### config.mk
export PLATFORM = sky130hd
export DESIGN_NAME = mode_counter
export DESIGN_NICKNAME = d
export VERILOG_FILES = /design/src/rtl/mode_counter.sv
export SDC_FILE = /design/constraint.sdc
export NUM_CORES = 1
export LEC_CHECK = 0
export ABC_AREA = 1
export BUFFER_PORTS_ARGS = -buffer_cell sky130_fd_sc_hd__buf_4
export CORE_MARGIN = 1
export CORE_UTILIZATION = 51
export DETAILED_ROUTE_END_ITERATION = 10
export HOLD_SLACK_MARGIN = 0.1
export PLACE_DENSITY = 0.77
export SYNTH_ARGS = -nofsm -noshare
export SYNTH_HDL_FRONTEND = slang
export SYNTH_SLANG_ARGS = --single-unit
### constraint.sdc
create_clock -name clk -period 2.3 [get_ports clk]
set_clock_uncertainty 0.1 [all_clocks]
set_input_delay 0.575 -clock clk [delete_from_list [all_inputs] [get_ports clk]]
set_output_delay 0.575 -clock clk [all_outputs]
set_load 0.005 [all_outputs]
### src/rtl/mode_counter.sv
// mode_counter: up/down counter with wrap, saturate and one-shot modes.
// Define MODE_COUNTER_PRESCALER_EN to divide the count enable by PRESCALE.
module mode_counter #(
  parameter int WIDTH    = 8,
  parameter int MAX_VAL  = 2**WIDTH-1,
  parameter int PRESCALE = 4
) (
  input  logic             clk,
  input  logic             rst,
  input  logic             en,
  input  logic             ld,
  input  logic             dir,
  input  logic [1:0]       mode,
  input  logic [WIDTH-1:0] dat_in,
  output logic [WIDTH-1:0] dat_out,
  output logic             tc,
  output logic             busy,
  output logic             done
);
  localparam logic [WIDTH-1:0] MAX = WIDTH'(MAX_VAL);
  typedef enum logic [1:0] {IDLE, RUN, DONE} state_t;
  state_t state, state_n;
  logic [WIDTH-1:0] dat_n, ld_val;
  logic tick, step, bnd, osh, sat, held, held_n, tc_n;
`ifdef MODE_COUNTER_PRESCALER_EN
  localparam int PW = $clog2(PRESCALE);
  logic [PW-1:0] pcnt;
  assign tick = en && pcnt == PW'(PRESCALE-1);
  always_ff @(posedge clk)
    if (rst || ld) pcnt <= '0;
    else if (en) pcnt <= tick ? '0 : pcnt + PW'(1);
`else
  localparam int unused_prescale = PRESCALE;
  assign tick = en;
`endif
  assign osh  = mode == 2'b10;
  assign sat  = mode == 2'b01;
  assign bnd  = dir ? dat_out == MAX : dat_out == '0;
  assign step = tick && !ld && (!osh || state == RUN);
  assign busy = state == RUN;
  assign done = state == DONE;
  // held suppresses repeat tc pulses while saturate keeps pinning the boundary
  always_comb begin
    ld_val  = dat_in > MAX ? MAX : dat_in;
    dat_n   = ld ? ld_val : !step ? dat_out : !bnd ? (dir ? dat_out + WIDTH'(1) : dat_out - WIDTH'(1)) :
              (sat || osh) ? dat_out : dir ? '0 : MAX;
    state_n = !osh ? IDLE : ld ? RUN : (step && bnd) ? DONE : state;
    tc_n    = step && bnd && !(sat && held);
    held_n  = sat && !ld && (step ? bnd : held);
  end
  always_ff @(posedge clk)
    if (rst) begin
      dat_out <= '0;
      tc      <= 1'b0;
      held    <= 1'b0;
      state   <= IDLE;
    end else begin
      dat_out <= dat_n;
      tc      <= tc_n;
      held    <= held_n;
      state   <= state_n;
    end
endmodule

==> results.md, run 1 <==
- Status: complete, no violations
- Hold Buf Count CTS: 0
- DR vias: between 1000 and 1500
- Vias per cell: roughly 5.2
- Final setup vio count: 0
- Core area: 1800 µm²
- Post-CTS Setup Bufs: 0
- Die Wd: 46.7 µm
- Setup TNS: 0 ps
- P&R area growth vs syn: 23.3%
- Most used flip-flop cell after synthesis: dfxtp_1
- Global-route wire length before repair: 3.88 mm
- PwrDens: 482 nW/µm²
- Worst Hold Slack: 353 ps
- Top Ports: 26
- NetSw: 217 µW
- Die Span Y: 46.7 µm
- Worst R2R Setup Slack: 560 ps
- Top cells by area, synth: dfxtp_1 24%, nand2_1 13%, nor2_1 11%, ha_1 9.8%, inv_1 5.5%
- Hold Path End: tc
- Ys async rst share: 0%
- Final Routed Wirelength: 2.41 mm
- Htree depth: 1
- Grt ovf: 0
- Drt first-iter violations: 25
- Critical path fanouts, max: 7
- Least-Margin Pin Slew: just under 300 ps
- Critical path buffers and inverters: 2
- Initial Util: 56.5%
- Final Max Slew Viols: 0
- Combinational fraction of design power: 38.0%
- Final critical-path share of the clock period: 86.9%
- Buffers on Ports: 25
- Most used cell, CP: nand2_1
- Fill count: 172
- Switch share: 35.8%
- Hold/Removal Path Class: flop to flop
- Worst EP arrival: ~2100 ps
- Sequential Power Share: about two fifths
- Required time of the critical path: 2410 ps
- Top cell type by total area after synthesis: dfxtp_1
- R2R Path End: dat_out[6]
- Die area: ~2200 µm²
- Yosys synthesis warning count: 0
- # rows: 15
- Reg2Reg Depth: 9
- # clock sinks: 12
- Delay of the slowest cell on the worst path: ~320 ps
- Worst-path clk slew: about 70 ps
- Pleak: 0.627 nW
- Origin of the critical flop-to-flop path: dat_out[3]
- Total CTS buffers: 3
- DP Wirelength: around 2 mm
- Worst path top cell family by delay: simple AND/OR/NAND/NOR gates
- Rel. slew slack: 80.6%
- Hold path start: held
- Post-cts resize count: 0
- Worst path cell trace: buf_4, inv_1, ha_1, or2_2, nand3b_1, nand2_1, nand2_1, nand3_1, nand2_1, nand2_1, a21oi_1
- Clk buf depth: 2
- Area of the mapped netlist: 1020 µm²
- CTS root buffer: clkbuf_4
- Initial antenna violation count: 0
- RSZ-0062 raised after global routing: no
- Max Freq: 0.500 GHz
- CTS tree: built
- Syn avg cell area: roughly 6.7 µm²
- Syn Inst Count: approximately 150
- Top-area cell type share of the netlist area: 23.6%
- RD Place Congestion: 0.839
- Final ANT Viol Nets: 0
- Crit. End Element: flop
- Synth cell types: 29
- Drt wl/cell: 11.7 µm
- Clock share of power: 21.6%
- 1st-pass router iterations: 4
- Critical path's slowest cell: ha_1
- Antenna cell count: 0
- Largest net degree at the start of global routing: 10
- Synthesized Nets: 177
- DRC Markers: 0
- Layout cells sized above 1: 26.5%
- EDFF count, synth: 0
- Hold path depth: 1
- Nets: 207
- Via count of the first global-routing pass: 974
- Flops & latches, synth: 12
- Setup crit start kind: primary input
- Total Power: 605 µW
- Seq/Total Area, Yosys: a little under a quarter
- Maximum vdd drop: 0.346 mV
- Fin util: 69.7%
- Commonest cells in the netlist: 34 x nand2_1, 29 x nor2_1, 15 x inv_1, 12 x dfxtp_1, 9 x a21oi_1
- Internal Pwr Total: 389 µW
- Max Cap Viol: 0
- Setup Crit Path Kind: primary input to flop
- Clock latency on the worst-skew pair: 270 ps
- Hold Vio Cnt, Final: 0
- Final critical path time including I/O delays and setup: 2000 ps
- Total GRT Usage: 25.4%
- Most frequent cell after synthesis: nand2_1
[flip-flops by register name, summed over array words and instances, names as in the netlist]
| signal | flops |
|---|---|
| dat_out | 8 |
| state | 2 |
| tc | 1 |
| held | 1 |
[cell families after synthesis]
family,share of synthesized area [%]
buf+inv,7.74
compound gates,16.3
simple gates,38.8
xor+xnor,1.72
flops,23.6
fa+ha+maj,11.8
[layout by cell type (no fill, tap or decap), types with 4 or more instances in the layout]
master,n
nand2_2,5
inv_1,15
nand2_1,34
o21ai_0,4
buf_4,26
nand3_1,7
dfxtp_1,12
ha_1,8
nor2_1,29
a21oi_1,9
[layer usage]
metal	routed length (µm)	track usage, %	vias to the layer above
li1	-	-	553
met1	1080	29.9	475
met2	1160	46.4	37
met3	152	5.88	5
met4	23	5.14	0
met5	0	0	-
[stage by stage]
step / std cells / setup slack [ps] / area [µm²]
floorplan: 153 / 329 / 1020
global placement: 203 / 93.2 / 1230
detailed placement: 203 / 21.0 / 1230
CTS: 206 / 300 / 1260
global route: 206 / 143 / 1260
finish: 206 / 301 / 1260
[worst register-to-register path, delay by kind of cell, from the launching register on]
family                   cells  cell delay [ps]
AND/OR/NAND/NOR              7              770
flip-flops                   1              410
adder cells (fa/ha/maj)      1              300
AO/OA/AOI/OAI                1              110
[worst max-delay path by stage]
stage / to / cells after the start / slack [ps] / from
detailed placement: dat_out[6] / 11 / 20 / dir
finish: dat_out[6] / 11 / 300 / dir
CTS: dat_out[6] / 11 / 300 / dir
global route: dat_out[6] / 11 / 140 / dir
global placement: dat_out[6] / 11 / 90 / dir
floorplan: dat_out[5] / 8 / 330 / dir
[layout make-up]
type                    instances  area [µm²]  share of cell area [%]
flip-flops and latches         12         240                    19.1
clock buffers                   3        22.5                    1.79
multi-input cells             122         699                    55.7
inverters                      18        67.6                    5.38
well taps                      25        31.3                    2.49
repair buffers                 26         195                    15.5
[power groups by stage]
stage,Combinational [mW],Clock (mW),Sequential (mW)
finish,0.230,0.131,0.245
CTS,0.230,0.130,0.245
floorplan,0.156,0,0.245
detailed placement,0.229,0,0.250
global placement,0.222,0,0.249
global route,0.263,0.139,0.247
No activity file was read; power rests on OpenSTA's default activity.
==> run 2, diff against run 1 <==
PLACE_DENSITY = 0.85   (was 0.77)
==> results.md, run 2 (synthesis gave the netlist of run 1 again) <==
- Max FFs per register: 8 (unchanged)
- Buffers on Ports: 25 (unchanged)
- Drt wl/cell: 12.7 µm (+8.5%)
- Max Freq: 0.501 GHz (about the same)
- Biggest regs: dat_out x8, state x2
- Post-cts resize count: 0 (unchanged)
- Setup TNS: 0 ps (unchanged)
- Non-Filler Instances: 206 (unchanged)
- Htree depth: 1 (unchanged)
- Worst-path clk slew: 70 ps (about the same)
- PwrDens: 483 nW/µm² (+0.17%)
- Crit. End Element: flop
- # rows: 15 (unchanged)
- Setup Crit Path Kind: primary input to flop
- Hold Buf Count CTS: 0 (unchanged)
- Least-Margin Pin Slew: 297 ps (+5.39 ps)
- Initial antenna violation count: 0 (unchanged)
- Total Power: 606 µW (+0.17%)
- Total CTS buffers: 3 (unchanged)
- Internal Pwr Total: 389 µW (+0.11%)
- Final Max Slew Viols: 0 (unchanged)
- Largest Register: dat_out
- NetSw: 217 µW (+0.28%)
- Combinational fraction of design power: 38.5% (+0.5 points)
- Largest net degree at the start of global routing: 11 (+1)
- Setup crit start kind: primary input
- Top Ports: 26 (unchanged)
- P&R area growth vs syn: 23.3% (unchanged)
- Post-CTS Setup Bufs: 0 (unchanged)
- Via count of the first global-routing pass: 1047 (+7.5%)
- Rel. slew slack: 80.2% (-0.36 points)
- DP Wirelength: 2.10 mm (+5.8%)
- Status: complete, no violations
- Final critical-path share of the clock period: 86.8% (about the same)
- RSZ-0062 raised after global routing: no
- Required time of the critical path: 2410 ps (about the same)
- Clk buf depth: 2 (unchanged)
- Final ANT Viol Nets: 0 (unchanged)
- Initial Util: 56.5% (unchanged)
- Worst Hold Slack: 354 ps (+0.923 ps)
- Max Cap Viol: 0 (unchanged)
- Dpl cells: 203 (unchanged)
- Clock share of power: 21.1% (-0.5 points)
- Switch share: 35.8% (+0.040 points)
- DRC Markers: 0 (unchanged)
- Worst R2R Setup Slack: 580 ps (+20 ps)
- Clock latency on the worst-skew pair: 270 ps (about the same)
- Total GRT Usage: 27.4% (+2.0 points)
- Commonest cells after routing, fill and taps aside: 34 x nand2_1, 29 x nor2_1, 26 x buf_4
- Placed Area: 1230 µm² (unchanged)
- Drt first-iter violations: 23 (-8.0%)
- Post-route design area: 1260 µm² (unchanged)
- Worst EP arrival: 2110 ps (about the same)
- Hold/Removal Path Class: flop to flop
- # clock sinks: 12 (unchanged)
- CTS root buffer: clkbuf_4
- Final setup vio count: 0 (unchanged)
- Core area: 1800 µm² (unchanged)
- Critical path fanouts, max: 7 (unchanged)
- Layout cells sized above 1: 26.5% (unchanged)
- Nets: 207 (unchanged)
- Hold Vio Cnt, Final: 0 (unchanged)
- Global-route wire length before repair: 4.24 mm (+9.3%)
- Final critical path time including I/O delays and setup: 2000 ps (-1.47 ps)
- Commonest non-fill, non-tap cell in the layout: nand2_1
- Pleak: 0.627 nW (unchanged)
- Vias per cell: 5.40 (+4.0%)
- DR vias: 1113 (+4.0%)
- Maximum vdd drop: 0.421 mV (+22%)
- RD Place Congestion: 0.833 (-0.69%)
- CTS tree: built
- Sequential Power Share: 40.4% (about the same)
- Die area: 2180 µm² (unchanged)
- Die Wd: 46.7 µm (unchanged)
- 1st-pass router iterations: 4 (unchanged)
- Final Routed Wirelength: 2.61 mm (+8.5%)
- Die Span Y: 46.7 µm (unchanged)
- Antenna cell count: 0 (unchanged)
- Grt ovf: 0 (unchanged)
[run 2: layout make-up]
cell class	instances	area, µm²
Sequential cell	12	240
Timing Repair Buffer	26	195
Tap cell	25	31.3
Fill cell	160	546
Clock buffer	3	22.5
Multi-Input combinational cell	122	699
Inverter	18	67.6
[run 2: through the flow]
step | worst slack [ps] | utilization [%]
6_report | 303 | 69.7
5_1_grt | 154 | 69.7
4_1_cts | 311 | 69.7
3_5_place_dp | 36.6 | 68.5
3_3_place_gp | 97.2 | 68.5
2_1_floorplan | 329 | -
[run 2: per-layer routing]
metal  GRT usage (%)  wire, µm
met2            48.6      1320
met1            31.0      1120
met3            8.24       146
met5               0         0
met4            8.57        29
[run 2: worst paths after layout]
check,from,end,cells after the start
setup / recovery,dir,dat_out[6],11
setup reg to reg,dat_out[3],dat_out[6],9
hold / removal,held,tc,1
hold reg to reg,held,tc,1
[run 2: critical path, cell delays in order]
cell	delay, ps
buf_4	120
inv_1	230
ha_1	320
or2_2	320
nand3b_1	110
nand2_1	60
nand2_1	60
nand3_1	80
nand2_1	60
nand2_1	50
a21oi_1	110
[run 2: power by group through the flow]
stage / Sequential, mW / Combinational (mW) / Clock [mW]
global route: 0.247 / 0.263 / 0.138
detailed placement: 0.249 / 0.231 / 0
global placement: 0.249 / 0.221 / 0
CTS: 0.245 / 0.232 / 0.128
finish: 0.245 / 0.233 / 0.128
floorplan: 0.245 / 0.156 / 0
